### src/rtl/famicom_pad_emulator.sv
`default_nettype none
// ============================================================================
// Module   : famicom_pad_emulator
// Brief    : Famicom/NES pad emulator with ASCII key injection. Serialises the
//            joystick state, or queued key bytes, onto famicom_data in
//            response to latch/pulse strobes arriving from the core domain.
// Revision : 1.0 - initial release
// ============================================================================
module famicom_pad_emulator #(
  parameter int DEPTH        = 4,
  parameter int HOLD_LATCHES = 2,
  parameter int GAP_LATCHES  = 2,
  parameter int CNT_W        = 4
) (
  input  logic                     clk_sys,
  input  logic                     reset_n,
  input  logic [7:0]               joystick,
  input  logic                     key_valid,
  input  logic [7:0]               key_data,
  output logic                     key_ready,
  input  logic                     famicom_latch,
  input  logic                     famicom_pulse,
  output logic                     famicom_data,
  output logic [$clog2(DEPTH):0]   fifo_level,
  output logic                     busy
);

  localparam int c_ptr_w = $clog2(DEPTH);

  localparam logic [1:0] c_st_idle = 2'd0;
  localparam logic [1:0] c_st_key  = 2'd1;
  localparam logic [1:0] c_st_gap  = 2'd2;

  localparam logic [CNT_W-1:0] c_hold_last = CNT_W'(HOLD_LATCHES - 1);
  localparam logic [CNT_W-1:0] c_gap_last  = CNT_W'(GAP_LATCHES - 1);
  localparam logic [c_ptr_w:0] c_full      = (c_ptr_w + 1)'(DEPTH);
  localparam logic [7:0]       c_idle_byte = 8'hFF;

  // Synchroniser and edge-detect registers
  logic r_latch_s1, r_latch_s2, r_latch_prev;
  logic r_pulse_s1, r_pulse_s2, r_pulse_prev;
  logic w_latch_rise, w_pulse_rise;

  // Serialiser and sequencing state
  logic [7:0]       r_shift;
  logic [1:0]       r_state, w_next_state;
  logic [CNT_W-1:0] r_cnt, w_next_cnt;
  logic [7:0]       w_load_byte;
  logic             w_pop_req, w_pop;

  // Key FIFO
  logic [7:0]         r_mem [DEPTH];
  logic [c_ptr_w-1:0] r_wr_ptr, r_rd_ptr;
  logic [c_ptr_w:0]   r_level;
  logic               w_push, w_fifo_empty;
  logic [7:0]         w_head;

  // Bring latch and pulse into clk_sys and keep the previous synced value
  always_ff @(posedge clk_sys or negedge reset_n) begin
    if (!reset_n) begin
      r_latch_s1   <= 1'b0;
      r_latch_s2   <= 1'b0;
      r_latch_prev <= 1'b0;
      r_pulse_s1   <= 1'b0;
      r_pulse_s2   <= 1'b0;
      r_pulse_prev <= 1'b0;
    end else begin
      r_latch_s1   <= famicom_latch;
      r_latch_s2   <= r_latch_s1;
      r_latch_prev <= r_latch_s2;
      r_pulse_s1   <= famicom_pulse;
      r_pulse_s2   <= r_pulse_s1;
      r_pulse_prev <= r_pulse_s2;
    end
  end

  // A pulse is only honoured while latch is low; a simultaneous latch edge
  // takes priority further down in the shift register.
  assign w_latch_rise = r_latch_s2 & ~r_latch_prev;
  assign w_pulse_rise = r_pulse_s2 & ~r_pulse_prev & ~r_latch_s2;

  assign w_fifo_empty = (r_level == '0);
  assign w_head       = r_mem[r_rd_ptr];

  // Choose the wire byte and next sequencing state for the next latch event
  always_comb begin
    w_next_state = r_state;
    w_next_cnt   = r_cnt;
    w_pop_req    = 1'b0;
    w_load_byte  = ~joystick;
    case (r_state)
      c_st_idle: begin
        if (!w_fifo_empty) begin
          w_load_byte = w_head;
          if (HOLD_LATCHES == 1) begin
            w_pop_req    = 1'b1;
            w_next_cnt   = '0;
            w_next_state = c_st_gap;
          end else begin
            w_next_cnt   = CNT_W'(1);
            w_next_state = c_st_key;
          end
        end
      end
      c_st_key: begin
        w_load_byte = w_head;
        if (r_cnt == c_hold_last) begin
          w_pop_req    = 1'b1;
          w_next_cnt   = '0;
          w_next_state = c_st_gap;
        end else begin
          w_next_cnt = r_cnt + CNT_W'(1);
        end
      end
      c_st_gap: begin
        w_load_byte = c_idle_byte;
        if (r_cnt == c_gap_last) begin
          w_next_cnt   = '0;
          w_next_state = c_st_idle;
        end else begin
          w_next_cnt = r_cnt + CNT_W'(1);
        end
      end
      default: begin
        w_load_byte  = c_idle_byte;
        w_next_cnt   = '0;
        w_next_state = c_st_idle;
      end
    endcase
  end

  assign w_pop = w_latch_rise & w_pop_req;

  // Sequencer advances only on latch events
  always_ff @(posedge clk_sys or negedge reset_n) begin
    if (!reset_n) begin
      r_state <= c_st_idle;
      r_cnt   <= '0;
    end else if (w_latch_rise) begin
      r_state <= w_next_state;
      r_cnt   <= w_next_cnt;
    end
  end

  // Load on latch, shift left filling with 1 on pulse
  always_ff @(posedge clk_sys or negedge reset_n) begin
    if (!reset_n) begin
      r_shift <= 8'hFF;
    end else if (w_latch_rise) begin
      r_shift <= w_load_byte;
    end else if (w_pulse_rise) begin
      r_shift <= {r_shift[6:0], 1'b1};
    end
  end

  assign famicom_data = r_shift[7];

  assign key_ready = (r_level != c_full);
  assign w_push    = key_valid & key_ready;

  // Key storage; contents are don't-care while the entry is unoccupied
  always_ff @(posedge clk_sys) begin
    if (w_push) begin
      r_mem[r_wr_ptr] <= key_data;
    end
  end

  // FIFO pointers and occupancy; pointers wrap naturally at DEPTH
  always_ff @(posedge clk_sys or negedge reset_n) begin
    if (!reset_n) begin
      r_wr_ptr <= '0;
      r_rd_ptr <= '0;
      r_level  <= '0;
    end else begin
      if (w_push) begin
        r_wr_ptr <= r_wr_ptr + c_ptr_w'(1);
      end
      if (w_pop) begin
        r_rd_ptr <= r_rd_ptr + c_ptr_w'(1);
      end
      case ({w_push, w_pop})
        2'b10:   r_level <= r_level + (c_ptr_w + 1)'(1);
        2'b01:   r_level <= r_level - (c_ptr_w + 1)'(1);
        default: r_level <= r_level;
      endcase
    end
  end

  assign fifo_level = r_level;
  assign busy       = (r_state != c_st_idle) | ~w_fifo_empty;

endmodule
`default_nettype wire

### config.mk
export PLATFORM = sky130hd
export DESIGN_NAME = famicom_pad_emulator
export DESIGN_NICKNAME = d
export VERILOG_FILES = /design/src/rtl/famicom_pad_emulator.sv
export SDC_FILE = /design/constraint.sdc
export NUM_CORES = 1
export LEC_CHECK = 0
export BUFFER_PORTS_ARGS = -buffer_cell sky130_fd_sc_hd__buf_2
export CORE_UTILIZATION = 25
export CTS_BUF_LIST = sky130_fd_sc_hd__clkbuf_4
export CTS_CLUSTER_SIZE = 10
export DETAILED_ROUTE_END_ITERATION = 10
export PLACE_DENSITY = 0.43
export RECOVER_POWER = 100
export SETUP_SLACK_MARGIN = 0.05
export SYNTH_ARGS = -nofsm -noshare
export SYNTH_HDL_FRONTEND = slang
export SYNTH_SLANG_ARGS = --single-unit
### constraint.sdc
create_clock -name clk_sys -period 2.2 [get_ports clk_sys]
set_input_delay 0.66 -clock clk_sys [delete_from_list [all_inputs] [get_ports clk_sys]]
set_output_delay 0.66 -clock clk_sys [all_outputs]
set_load 0.03 [all_outputs]
* After elaboration in Yosys (flattened, before gate mapping)
Memories as Yosys holds them, arrays and structs flattened.
Index checks and enable logic that the tools add are counted.
** Cells by class
- $add $sub $neg :: 5
- Equality and inequality tests :: 9
- Muxes and demuxes :: 16
- Bitwise logic cells :: 11
- Reductions and logical operators :: 8
** Operator list (number)
- $mux W8 :: 3
- $pmux W8 S2 :: 1
- $mux W4 :: 2
- $not A8 Y8 :: 1
- $pmux W4 S2 :: 1
- $mux W2 :: 3
- $ne A2 B2 Y1 const B :: 3
- $pmux W2 S3 :: 1
- $pmux W3 S2 :: 1
- $reduce_bool A2 Y1 :: 3
- $and A1 B1 Y1 :: 5
- $add A2 B1 Y2 const B :: 2
- $add A4 B1 Y4 const B :: 1
- $eq A2 B1 Y1 const B :: 2
- $eq A2 B2 Y1 const B :: 2
- $eq A4 B1 Y1 const B :: 1
- $mux W1 :: 4
- $not A1 Y1 :: 4
- $reduce_and A4 Y1 :: 1
- $add A3 B1 Y3 const B :: 1
- $logic_not A3 Y1 :: 1
- $ne A3 B3 Y1 const B :: 1
- $sub A3 B1 Y3 const B :: 1
- $logic_not A2 Y1 :: 1
- other kinds (3) :: 3
** Storage, ports and cells
- Flip-flop bits (word level) :: 27
- Bits in writable memories :: 32
- Input port bits :: 21
- Output and inout bits :: 6
- Logic and storage cells :: 62
- Memories kept :: 1
** Memories
- r_mem :: depth 4, bits a word 8, rd ports 1, clocked after memory_dff 0, write ports 1, line 52 : logic [7:0] r_mem [DEPTH];

* Logic depth before layout (Yosys ltp)
Gate-level depths: netlist of run 1.
- Depth after elaboration :: 6
- Gate-level depth with buffers :: 10
- Gate-level depth less buffers :: 10

* Worst setup path after synthesis of run 1
OpenSTA, ideal clock, no wires.
- Path kind :: reg-to-reg
- From :: register r_level[0], in the netlist fifo_level[0]
- To :: register r_level[2], in the netlist fifo_level[2]
- Setup time :: 0.081 ns
- Arrival time :: 2.318 ns
- Required time :: 2.119 ns
- Slack :: -0.198 ns
- Cell stages (with the launch flop) :: 11
- Clock period less this slack :: 2.398 ns
- Cell sequence :: dfrtp_1 inv_1 nand3_1 and2_1 inv_1 ha_1 inv_1 fa_1 xor2_1 nor2_1 xor2_1
** On the way
- Cells in the longest elaborated chain, start to end :: 4
- Elaborated cells between the ends (all ways) :: 8
- Classes of those cells :: 2 x add/sub; 3 x eq/ne; 1 x mux; 1 x bitwise; 1 x reduce/logical
** RTL lines
- start: declaration :: line 54 : logic [c_ptr_w:0] r_level;
- start signal: assignment :: line 182 : 2'b10: r_level <= r_level + (c_ptr_w + 1)'(1);
- start signal: assignment :: line 183 : 2'b01: r_level <= r_level - (c_ptr_w + 1)'(1);
- start signal: assignment :: line 184 : default: r_level <= r_level;
- $ne A3 B3 Y1 * :: line 158 : assign key_ready = (r_level != c_full);
- net key_ready :: line 20 : output logic key_ready,
- $and A1 B1 Y1 * :: line 159 : assign w_push = key_valid & key_ready;
- $eq A2 B1 Y1 / $eq A2 B2 Y1 (equally long branches) :: line 181 : case ({w_push, w_pop})
- $pmux W3 S2 / $reduce_bool A2 Y1 (equally long branches)
Mark *: on every way through the listed nets, which the timed path passes. The rest lies on a longest branch.
A chain may end at the register's enable or synchronous reset.

* Worst setup path after layout of run 1
- From :: register r_state[0]
- To :: output port busy
** On the way
- Cells in the longest elaborated chain, start to end :: 2
** RTL lines
- start: declaration :: line 46 : logic [1:0] r_state, w_next_state;
- start signal: assignment :: line 137 : r_state <= c_st_idle;
- start signal: assignment :: line 140 : r_state <= w_next_state;
- $reduce_bool A2 Y1 :: line 190 : assign busy = (r_state != c_st_idle) | ~w_fifo_empty;
- $or A1 B1 Y1 :: line 190
- end: declaration :: line 25 : output logic busy
No other way between the ends.

==> results of run 1 <==
[critical path, delay by kind of cell (launching register included)]
family                     cells  cell delay [ns]
adders and majority gates      1             0.13
buffers and inverters          2             0.25
DFF                            1             0.40
and+or+nand+nor                1             0.48
[kinds of logic after synthesis]
| kind of cell | share of synthesized area [%] |
|---|---|
| flip-flops | 61.61 |
| AND/OR/NAND/NOR | 8.755 |
| AO/OA/AOI/OAI | 7.584 |
| multiplexers | 10.72 |
| buffers and inverters | 2.528 |
| adder cells (fa/ha/maj) | 6.835 |
| XOR/XNOR | 1.967 |
[layout make-up]
type | instances | area, um2 | area share [%]
Sequential cell | 59 | 1648 | 50.56
Multi-Input combinational cell | 110 | 992.2 | 30.44
Timing Repair Buffer | 46 | 269.0 | 8.253
Tap cell | 136 | 170.2 | 5.221
Clock inverter | 7 | 75.07 | 2.303
Clock buffer | 9 | 67.56 | 2.073
Inverter | 10 | 37.54 | 1.152
[flip-flops by register name (all words and copies together), names as in the netlist]
register / flops
r_latch_s2: 1
r_latch_prev: 1
r_cnt: 4
fifo_level: 3
r_shift: 8
r_wr_ptr: 2
r_mem: 32
r_latch_s1: 1
r_state: 2
r_pulse_s1: 1
r_rd_ptr: 2
r_pulse_prev: 1
r_pulse_s2: 1
[per-stage QoR]
stage               std cells  setup slack, ns  TNS, ns  area, um2  power (uW)
global placement          349          0.08166        0       3023        3179
finish                    377          -0.1122  -0.1519       3259        4087
floorplan                 185          0.08537        0       2693        2722
CTS                       370          -0.1407  -0.1407       3237        4099
detailed placement        349          0.02580        0       3023        3173
global route              377          -0.1998  -0.4498       3259        4391
[metal layers]
layer / wire, um / GRT usage (%) / vias to the layer above
li1: - / - / 787
met1: 2655 / 13.98 / 795
met2: 2539 / 17.06 / 27
met3: 213 / 4.267 / 4
met4: 55 / 3.924 / 0
met5: 0 / 0 / -
[path summary, 6_finish.rpt]
kind / from / end / slack [ns] / cells after the start
max: r_state[0]$_DFFE_PN0P_ / busy / -0.11 / 4
min: famicom_pulse / r_pulse_s1$_DFF_PN0_ / 0.35 / 1
max reg2reg: r_cnt[1]$_DFFE_PN0P_ / fifo_level[2]$_DFFE_PN0P_ / -0.04 / 10
min reg2reg: r_pulse_s1$_DFF_PN0_ / r_pulse_s2$_DFF_PN0_ / 0.36 / 0
max in group asynchronous: reset_n / fifo_level[1]$_DFFE_PN0P_ / 0.64 / 1
min in group asynchronous: reset_n / r_pulse_prev$_DFF_PN0_ / 0.58 / 1
[placed cells by master, fill, tap and decap left out, types with 2 or more instances in the layout]
cell,count
buf_4,19
clkbuf_1,12
clkbuf_4,9
o21ai_0,14
nand3_1,3
mux2_1,2
mux2i_1,5
xnor2_1,3
and3_1,5
inv_6,2
mux2_2,3
inv_1,7
mux4_2,8
clkinv_4,2
nor2_1,2
dfstp_2,8
nand2_1,15
dfrtp_1,18
ha_1,10
edfxtp_1,32
a221o_1,5
clkinv_2,2
buf_2,14
o21a_1,2
inv_2,3
ha_4,2
o22ai_1,2
nor2b_1,4
and2_0,2
xor2_1,3
a21oi_1,2
[repair_timing]
item                                    CTS  global route
endpoints found under the setup margin    2             2
resized for setup                         9             8
pin swaps                                 1             5
setup buffers                             5             8
[power by group through the flow]
stage	registers, uW	clock network (uW)	logic (uW)
after floorplan	1770	0	950
after global placement	1780	0	1400
after detailed placement	1770	0	1400
after CTS	1760	825	1520
after global routing	1780	881	1730
final	1740	798	1550
==> impl_metrics.py, run 1 <==
metrics = {
    "outcome": {
        "status": "finished with violations",
        "violations": "setup timing",
    },
    "power_and_ir_drop": {
        "power_switching_uw": 1450,
        "ir_worst_vdd_mv": 0.3228,
        "pwr-share-comb_pct": 38.0,
        "power.density_nw_per_um2": 1254,
        "clkPwrFrac_pct": 19.5,
        "leakage_uw": 0.001267,
        "switching_share_pct": 35.49,
        "p_int_uw": 2636,
        "seq_power_share_pct": 42.5,
    },
    "flow_run": {
        "cap_viol_max_count": 0,
    },
    "place": {
        "io_buffer_count": 26,
        "dpl.hpwl_um": 3781,
        "finalWeightedCongestion": 0.6956,
    },
    "floorplanning": {
        "num_rows": 37,
        "die_h_um": 105.4,
        "coreArea_um2": 10320,
        "die_width_um": 105.4,
        "io_pins": 27,
        "start_util_pct": 25.89,
        "die_area_um2": 11110,
    },
    "clocking": {
        "cts_tree": "done",
        "path_clk_slew_ns": 0.11,
        "numCtsBuffers": 9,
        "ctsHoldBuffers": 0,
        "worst_skew_pair.late_latency_ns": 0.41,
        "cts.htree.levels": 3,
        "numClockSinks": 59,
        "cts_buffer_depth": 2,
        "root_buffer": "clkbuf_4",
    },
    "critical_path": {
        "worst-path-max-fanout": 2,
        "arrival_ns": 1.65,
        "cp_data_required_time_ns": 1.54,
        "crit_type": "reg -> out",
        "slowest_stage": "or4b_4",
        "slowest_delay_ns": 0.48,
        "crit_path_start_kind": "register",
        "endpoint_kind": "output port",
        "path_cells": "inv_2 -> ha_4 -> or4b_4 -> buf_6",
    },
    "synthesis": {
        "yosys.cell_count.top_type": "edfxtp_1",
        "synth_edf_count": 32,
        "synth_top_area_share_pct": 35.96,
        "synth-seq-area-share_pct": 61.61,
        "ys.flop_type": "edfxtp_1",
        "syn-num-nets": 220,
        "synthesis.area_um2": 2673,
        "syn_inst": 185,
        "yosys.area.top_type": "edfxtp_1",
        "ys_warn_count": 0,
        "yosysUniqueCellTypes": 41,
        "yosys-top-cells-count": "edfxtp_1 (32), dfrtp_1 (19), nand2_1 (15)",
        "syn_avg_cell_area_um2": 14.45,
        "ys_seq_elements": 59,
        "synthTopCellsByArea": "edfxtp_1 (36%), dfrtp_1 (18%), dfstp_2 (7.9%), mux4_2 (6.7%), ha_1 (6.1%)",
        "ys_async_sr_fraction_pct": 45.76,
    },
    "global_routing": {
        "grt_pass1_vias": 1685,
        "grt_max_degree": 28,
        "grtUsageTotal_pct": 11.03,
        "grt_pass1_wl_um": 9045,
        "antenna_found_initial": 0,
        "overflow": 0,
    },
    "sta": {
        "relSlewSlack_pct": 1.574,
        "fmax_mhz": 432.5,
        "hold_ws_ns": 0.3534,
        "rsz0062_at_grt": "yes",
        "fin_worst_skew_ns": 0.009566,
        "slew_viol_final": 0,
        "hold_violations": 0,
        "worst_slew_pin_slew_ns": 1.476,
        "fin_crit_ns": 2.312,
        "setup_ws_ns": -0.1122,
        "setup_violations": 2,
        "post-route-period-util_pct": 105.1,
    },
    "min_path": {
        "min_path_type": "in -> reg",
    },
    "final_layout": {
        "num_antenna_cells": 0,
        "syn_to_final_growth_pct": 21.96,
        "final_layout_size_suffix_gt1_share_pct": 34.02,
        "post-route-util_pct": 31.57,
        "fin_nets": 271,
        "n_fill_cell": 1048,
    },
    "drt": {
        "drt-initial-drc-count": 69,
        "wirelength_um": 5463,
        "drc": 0,
        "routed_via_density": 4.279,
        "drt-pass1-iter-count": 4,
        "ant_nets": 0,
        "wl_per_cell_um": 14.49,
        "vias": 1613,
    },
}
(Power assumes the default switching activity.)
==> run 2, diff against run 1 <==
--- a/config.mk
+++ b/config.mk
@@ -7,2 +7,3 @@
 export LEC_CHECK = 0
+export ABC_AREA = 1
 export BUFFER_PORTS_ARGS = -buffer_cell sky130_fd_sc_hd__buf_2
--- a/constraint.sdc
+++ b/constraint.sdc
@@ -3,2 +3,2 @@
 set_output_delay 0.66 -clock clk_sys [all_outputs]
-set_load 0.03 [all_outputs]
+set_load 0.05 [all_outputs]
==> run 2 against run 1 <==
Net effect:
- the run now ends clean
- total power up 3.0%
- area after synthesis up 12%
- combinational power increased by 20%
- fmax rose by 12%
- via count up 29%
- clock-buffer cell count up 3
- sequential share of layout area fell by 2.3 points
- critical path depth unchanged
==> impl_metrics.py, run 2 <==
metrics = {
    "outcome": {
        "status": "complete, no violations",
    },
    "synthesis": {
        "synth_top_area_share_pct": 32.24,
        "ys_seq_elements": 59,
        "synth-seq-area-share_pct": 55.25,
        "synthesis.area_um2": 2980,
        "yosys.area.top_type": "edfxtp_1",
        "ys_async_sr_fraction_pct": 45.76,
        "syn_inst": 321,
        "syn_avg_cell_area_um2": 9.285,
        "ys.flop_type": "edfxtp_1",
        "synth_edf_count": 32,
        "synthTopCellsByArea": "edfxtp_1 (32%), dfrtp_1 (16%), nand2_1 (11%), inv_1 (8.1%), dfstp_2 (7.1%)",
        "yosys-top-cells-count": "nand2_1 (87), inv_1 (64), edfxtp_1 (32)",
        "syn-num-nets": 356,
        "ys_warn_count": 0,
        "yosys.cell_count.top_type": "nand2_1",
        "yosysUniqueCellTypes": 26,
    },
    "critical_path": {
        "worst-path-max-fanout": 4,
        "endpoint_kind": "output port",
        "cpLargestDelayFamily": "flip-flops",
        "slowest_delay_ns": 0.44,
        "critPathBufInv": 2,
        "cp_data_required_time_ns": 1.54,
        "slowest_stage": "dfrtp_1",
        "path_cells": "nor2_4 -> buf_4 -> nand2_8 -> clkbuf_2",
        "arrival_ns": 1.41,
        "crit_path_start_kind": "register",
        "crit_type": "reg -> out",
    },
    "final_layout": {
        "post-route-util_pct": 29.67,
        "fin_nets": 399,
        "layout_commonest_cell": "nand2_1",
        "stdcell_count": 513,
        "largest_reg_flops": 32,
        "largestRegisters": "r_mem: 32 flops, r_shift: 8 flops, r_cnt: 4 flops",
        "final_layout_size_suffix_gt1_share_pct": 15.99,
        "syn_to_final_growth_pct": 14.65,
        "top_register": "r_mem",
        "final_cell_mix": "nand2_1 (90), inv_1 (64), edfxtp_1 (32)",
    },
    "power_and_ir_drop": {
        "p_total_uw": 4211,
        "power_switching_uw": 1810,
        "switching_share_pct": 42.99,
        "power.density_nw_per_um2": 1232,
        "p_int_uw": 2401,
        "pwr-share-comb_pct": 44.2,
        "leakage_uw": 0.001659,
        "clkPwrFrac_pct": 15.3,
        "ir_worst_vdd_mv": 0.5913,
        "seq_power_share_pct": 40.4,
    },
    "clocking": {
        "cts_tree": "done",
        "cts.htree.levels": 3,
        "path_clk_slew_ns": 0.09,
        "numCtsBuffers": 9,
        "numClockSinks": 59,
        "ctsHoldBuffers": 0,
        "cts_buffer_depth": 2,
        "worst_skew_pair.late_latency_ns": 0.39,
        "root_buffer": "clkbuf_4",
    },
    "drt": {
        "drt-initial-drc-count": 70,
        "routed_via_density": 4.049,
        "drt-pass1-iter-count": 4,
        "ant_nets": 0,
        "vias": 2077,
        "wirelength_um": 5862,
        "wl_per_cell_um": 11.43,
        "drc": 0,
    },
    "sta": {
        "worst_slew_pin_slew_ns": 1.471,
        "fin_worst_skew_ns": 0.01270,
        "fin_crit_ns": 2.066,
        "post-route-period-util_pct": 93.90,
        "tns_ns": 0,
        "hold_violations": 0,
        "setup_violations": 0,
        "setup_ws_ns": 0.1342,
        "relSlewSlack_pct": 1.959,
        "rsz0062_at_grt": "yes",
        "fmax_mhz": 484.1,
        "slew_viol_final": 0,
    },
    "global_routing": {
        "overflow": 0,
        "grtUsageTotal_pct": 10.40,
        "grt_pass1_wl_um": 9646,
        "grt_max_degree": 28,
        "antenna_found_initial": 1,
        "grt_pass1_vias": 1971,
    },
    "place": {
        "finalWeightedCongestion": 0.7469,
        "preCtsSetupSlack_ns": 0.06810,
        "dpl.hpwl_um": 4138,
        "io_buffer_count": 26,
        "placedCellCount": 492,
    },
    "floorplanning": {
        "die_h_um": 111.2,
        "die_width_um": 111.2,
        "coreArea_um2": 11520,
        "die_area_um2": 12360,
        "io_pins": 27,
        "num_rows": 39,
        "start_util_pct": 25.88,
    },
    "min_path": {
        "min_path_type": "reg -> reg",
    },
    "flow_run": {
        "cap_viol_max_count": 0,
    },
}
run 2: worst register-to-register path, cell delays in order (launching register included):
cell	delay, ns
dfrtp_1	0.40
inv_1	0.07
ha_1	0.15
nand2_2	0.09
nor3_4	0.22
ha_1	0.17
inv_1	0.06
fa_1	0.37
a21oi_1	0.14
o21ai_0	0.11
xor2_1	0.15
run 2: what timing repair did:
| action | 4_1_cts | 5_1_grt |
|---|---|---|
| resized for setup | 6 | 0 |
| pin swaps | 1 | 1 |
| setup endpoints to repair | 1 | 2 |
| gates cloned | 0 | 0 |
| setup buffers | 2 | 2 |
run 2: power by group through the flow:
stage	registers (uW)	clock network [uW]	logic, uW
floorplan	1810	0	1300
CTS	1710	680	1920
detailed placement	1730	0	1850
finish	1700	646	1860
global placement	1720	0	1850
global route	1750	731	2130
run 2: area by class of cell:
| type | count | area (um2) |
|---|---|---|
| clock inverters | 4 | 20.02 |
| clock buffers | 12 | 90.09 |
| multi-input cells | 187 | 1020 |
| well taps | 143 | 178.9 |
| fillers | 1242 | 8099 |
| inverters | 66 | 247.7 |
| repair buffers | 41 | 210.2 |
| flip-flops and latches | 59 | 1648 |
| diodes | 1 | 2.502 |
run 2: worst paths after layout:
path	startpoint	to	slack, ns	cells after the start
min in group asynchronous	reset_n	r_pulse_s2$_DFF_PN0_	0.60	1
setup reg to reg	r_cnt[1]$_DFFE_PN0P_	fifo_level[2]$_DFFE_PN0P_	0.16	10
max in group asynchronous	reset_n	fifo_level[0]$_DFFE_PN0P_	0.63	1
hold / removal	r_pulse_s1$_DFF_PN0_	r_pulse_s2$_DFF_PN0_	0.36	0
setup / recovery	fifo_level[1]$_DFFE_PN0P_	key_ready	0.13	4
hold reg to reg	r_pulse_s1$_DFF_PN0_	r_pulse_s2$_DFF_PN0_	0.36	0
run 2: stage by stage:
stage / instance area [um2] / hold slack (ns)
floorplan: 2992 / 0.3312
global placement: 3306 / 0.3329
global route: 3417 / 0.3360
finish: 3417 / 0.3551
detailed placement: 3306 / 0.3363
CTS: 3451 / 0.2446
run 2: cells by family after synthesis:
group | count (synthesis) | share of synthesized area, %
simple gates | 143 | 21.91
fa+ha+maj | 14 | 6.129
flops | 59 | 55.25
buf+inv | 75 | 10.92
compound gates | 24 | 4.030
xor+xnor | 6 | 1.763
run 2: routing by layer:
metal / share of wire, % / vias up / GRT usage [%]
met4: 1.5 / 0 / 6.486
met3: 2.4 / 6 / 2.570
met5: 0 / - / 0
met1: 47 / 955 / 12.86
met2: 49 / 26 / 16.25
li1: - / 1090 / -
==> run 3, diff against run 2 <==
Settings changed: REMOVE_ABC_BUFFERS set to 1.
==> run 3 against run 2 <==
Net effect:
- the run now ends with capacitance limit, slew limit left
- setup slack improved by 0.025 ns
- routed wire length increased by 3.6%
- register-to-register slack about the same
- via count increased by 2.0%
- die area unchanged
- sequential share of layout area decreased by 0.71 points
- sequential power about the same
- clock-buffer cell count decreased by 3
- total power increased by 3.0%
- clock power increased by 15%
- first-iteration DRC count increased by 1.4%
- flip-flop and latch count unchanged
- critical path type is now reg -> reg
==> impl_metrics.py, run 3 (synthesized netlist as in run 2, its figures left out) <==
metrics = {
    "outcome": {
        "status": "finished with violations",
        "violations": "capacitance limit, slew limit",
    },
    "clocking": {
        "numClockSinks": 59,
        "numCtsBuffers": 9,
        "cts_tree": "done",
        "path_clk_slew_ns": 0.10,
        "worst_skew_pair.late_latency_ns": 0.41,
        "cts.htree.levels": 3,
        "cts_buffer_depth": 2,
        "root_buffer": "clkbuf_4",
    },
    "floorplanning": {
        "io_pins": 27,
        "die_h_um": 111.2,
        "num_rows": 39,
        "start_util_pct": 25.88,
        "die_width_um": 111.2,
        "die_area_um2": 12360,
        "coreArea_um2": 11520,
    },
    "sta": {
        "slew_viol_final": 28,
        "fmax_mhz": 489.9,
        "setup_ws_ns": 0.1589,
        "rsz0062_at_grt": "yes",
        "post-route-period-util_pct": 92.78,
        "relSlewSlack_pct": -4.183,
        "fin_worst_skew_ns": 0.01699,
        "worst_slew_pin_slew_ns": 1.563,
        "hold_violations": 0,
        "setup_violations": 0,
        "fin_crit_ns": 2.041,
    },
    "drt": {
        "vias": 2118,
        "drt-initial-drc-count": 71,
        "wl_per_cell_um": 11.82,
        "drt-pass1-iter-count": 4,
        "routed_via_density": 4.121,
        "wirelength_um": 6073,
        "drc": 0,
        "ant_nets": 0,
    },
    "final_layout": {
        "final_cell_mix": "nand2_1 (92), inv_1 (65), edfxtp_1 (32)",
        "layout_commonest_cell": "nand2_1",
        "final_layout_size_suffix_gt1_share_pct": 16.22,
        "post-route-util_pct": 30.10,
        "fin_nets": 401,
        "stdcell_count": 514,
        "seq_area_um2": 1647,
        "n_fill_cell": 1228,
        "multiInputGateArea_um2": 1027,
        "largestRegisters": "r_mem: 32 flops, r_shift: 8 flops, r_cnt: 4 flops",
        "top_register": "r_mem",
        "largest_reg_flops": 32,
        "syn_to_final_growth_pct": 16.29,
    },
    "power_and_ir_drop": {
        "ir_worst_vdd_mv": 0.7416,
        "power.density_nw_per_um2": 1252,
        "leakage_uw": 0.001683,
    },
    "critical_path": {
        "crit_type": "reg -> reg",
        "worst-path-max-fanout": 4,
        "cp_data_required_time_ns": 2.49,
        "endpoint_kind": "register",
        "crit_path_start_kind": "register",
        "arrival_ns": 2.34,
    },
    "place": {
        "placedCellCount": 492,
        "dpl.hpwl_um": 4286,
        "io_buffer_count": 26,
        "preCtsSetupSlack_ns": 0.1299,
        "finalWeightedCongestion": 0.7668,
    },
    "global_routing": {
        "grt_pass1_vias": 2075,
        "grt_pass1_wl_um": 10280,
        "overflow": 0,
        "antenna_found_initial": 0,
        "grt_max_degree": 28,
        "grtUsageTotal_pct": 11.12,
    },
    "flow_run": {
        "cap_viol_max_count": 1,
    },
    "min_path": {
        "min_path_type": "in -> reg",
    },
}
run 3: changes by cell type in the layout (fill, tap and decap cells not counted), moves of 2 or more:
cell and delta:
buf_4 +4, clkbuf_1 -3, clkbuf_4 -3, clkinv_1 +2, inv_2 -2, nand2_1 +2
run 3: power breakdown:
part	switching (uW)	internal, uW	leakage, uW
clock	410	331	0.0000645
combinational	1220	648	0.00101
sequential	211	1510	0.000609
total	1840	2490	0.00168
run 3: path summary, 6_finish.rpt:
check	start	to	slack [ns]	cells after the start
worst max-delay path	r_cnt[1]$_DFFE_PN0P_	fifo_level[2]$_DFFE_PN0P_	0.16	10
worst min-delay path	famicom_latch	r_latch_s1$_DFF_PN0_	0.35	1
worst max register to register	r_cnt[1]$_DFFE_PN0P_	fifo_level[2]$_DFFE_PN0P_	0.16	10
worst min register to register	r_pulse_s1$_DFF_PN0_	r_pulse_s2$_DFF_PN0_	0.36	0
max in group asynchronous	reset_n	r_pulse_s1$_DFF_PN0_	0.66	1
min in group asynchronous	reset_n	r_rd_ptr[1]$_DFFE_PN0P_	0.62	1
run 3: cell type report:
class	instances	area share, %
timing repair buffer	43	6.859
clock buffer	9	1.949
tap	143	5.162
clock inverter	6	1.661
sequential	59	47.51
antenna	1	0.07220
multi-input combinational	187	29.64
inverter	66	7.148
run 3: repair_timing:
item / CTS / global route
endpoints found under the setup margin: 1 / 2
pin swaps: 0 / 2
hold endpoints to repair: 0 / 0
setup buffers: 3 / 3
hold buffers: 0 / 0
gates resized for setup: 4 / 7
run 3: critical path, cell delays in order, from the launching register on:
cell     delay, ns
dfrtp_1       0.41
inv_1         0.08
ha_1          0.13
nand2_1       0.13
nor3_4        0.23
ha_1          0.17
inv_1         0.08
fa_2          0.36
a21oi_2       0.12
o21ai_1       0.09
xor2_1        0.14
run 3: per-layer routing:
layer  wire length, um  global-route usage [%]  vias up  share of wire [%]
li1                  -                       -     1091                  -
met1              2886                   13.58      977                 48
met2              2846                   17.33       37                 47
met3               189                   4.319       13                3.1
met4               150                   4.865        0                2.5
met5                 0                       0        -                  0
run 3: through the flow:
| stage | area [um2] | hold WS (ns) | setup TNS [ns] | power (uW) |
|---|---|---|---|---|
| after floorplan | 2903 | 0.3312 | -0.2831 | 2966 |
| after global routing | 3463 | 0.3040 | -0.003734 | 4753 |
| after CTS | 3458 | 0.2682 | 0 | 4385 |
| after global placement | 3294 | 0.3364 | 0 | 3551 |
| after detailed placement | 3294 | 0.3379 | 0 | 3559 |
| final | 3466 | 0.3536 | 0 | 4339 |
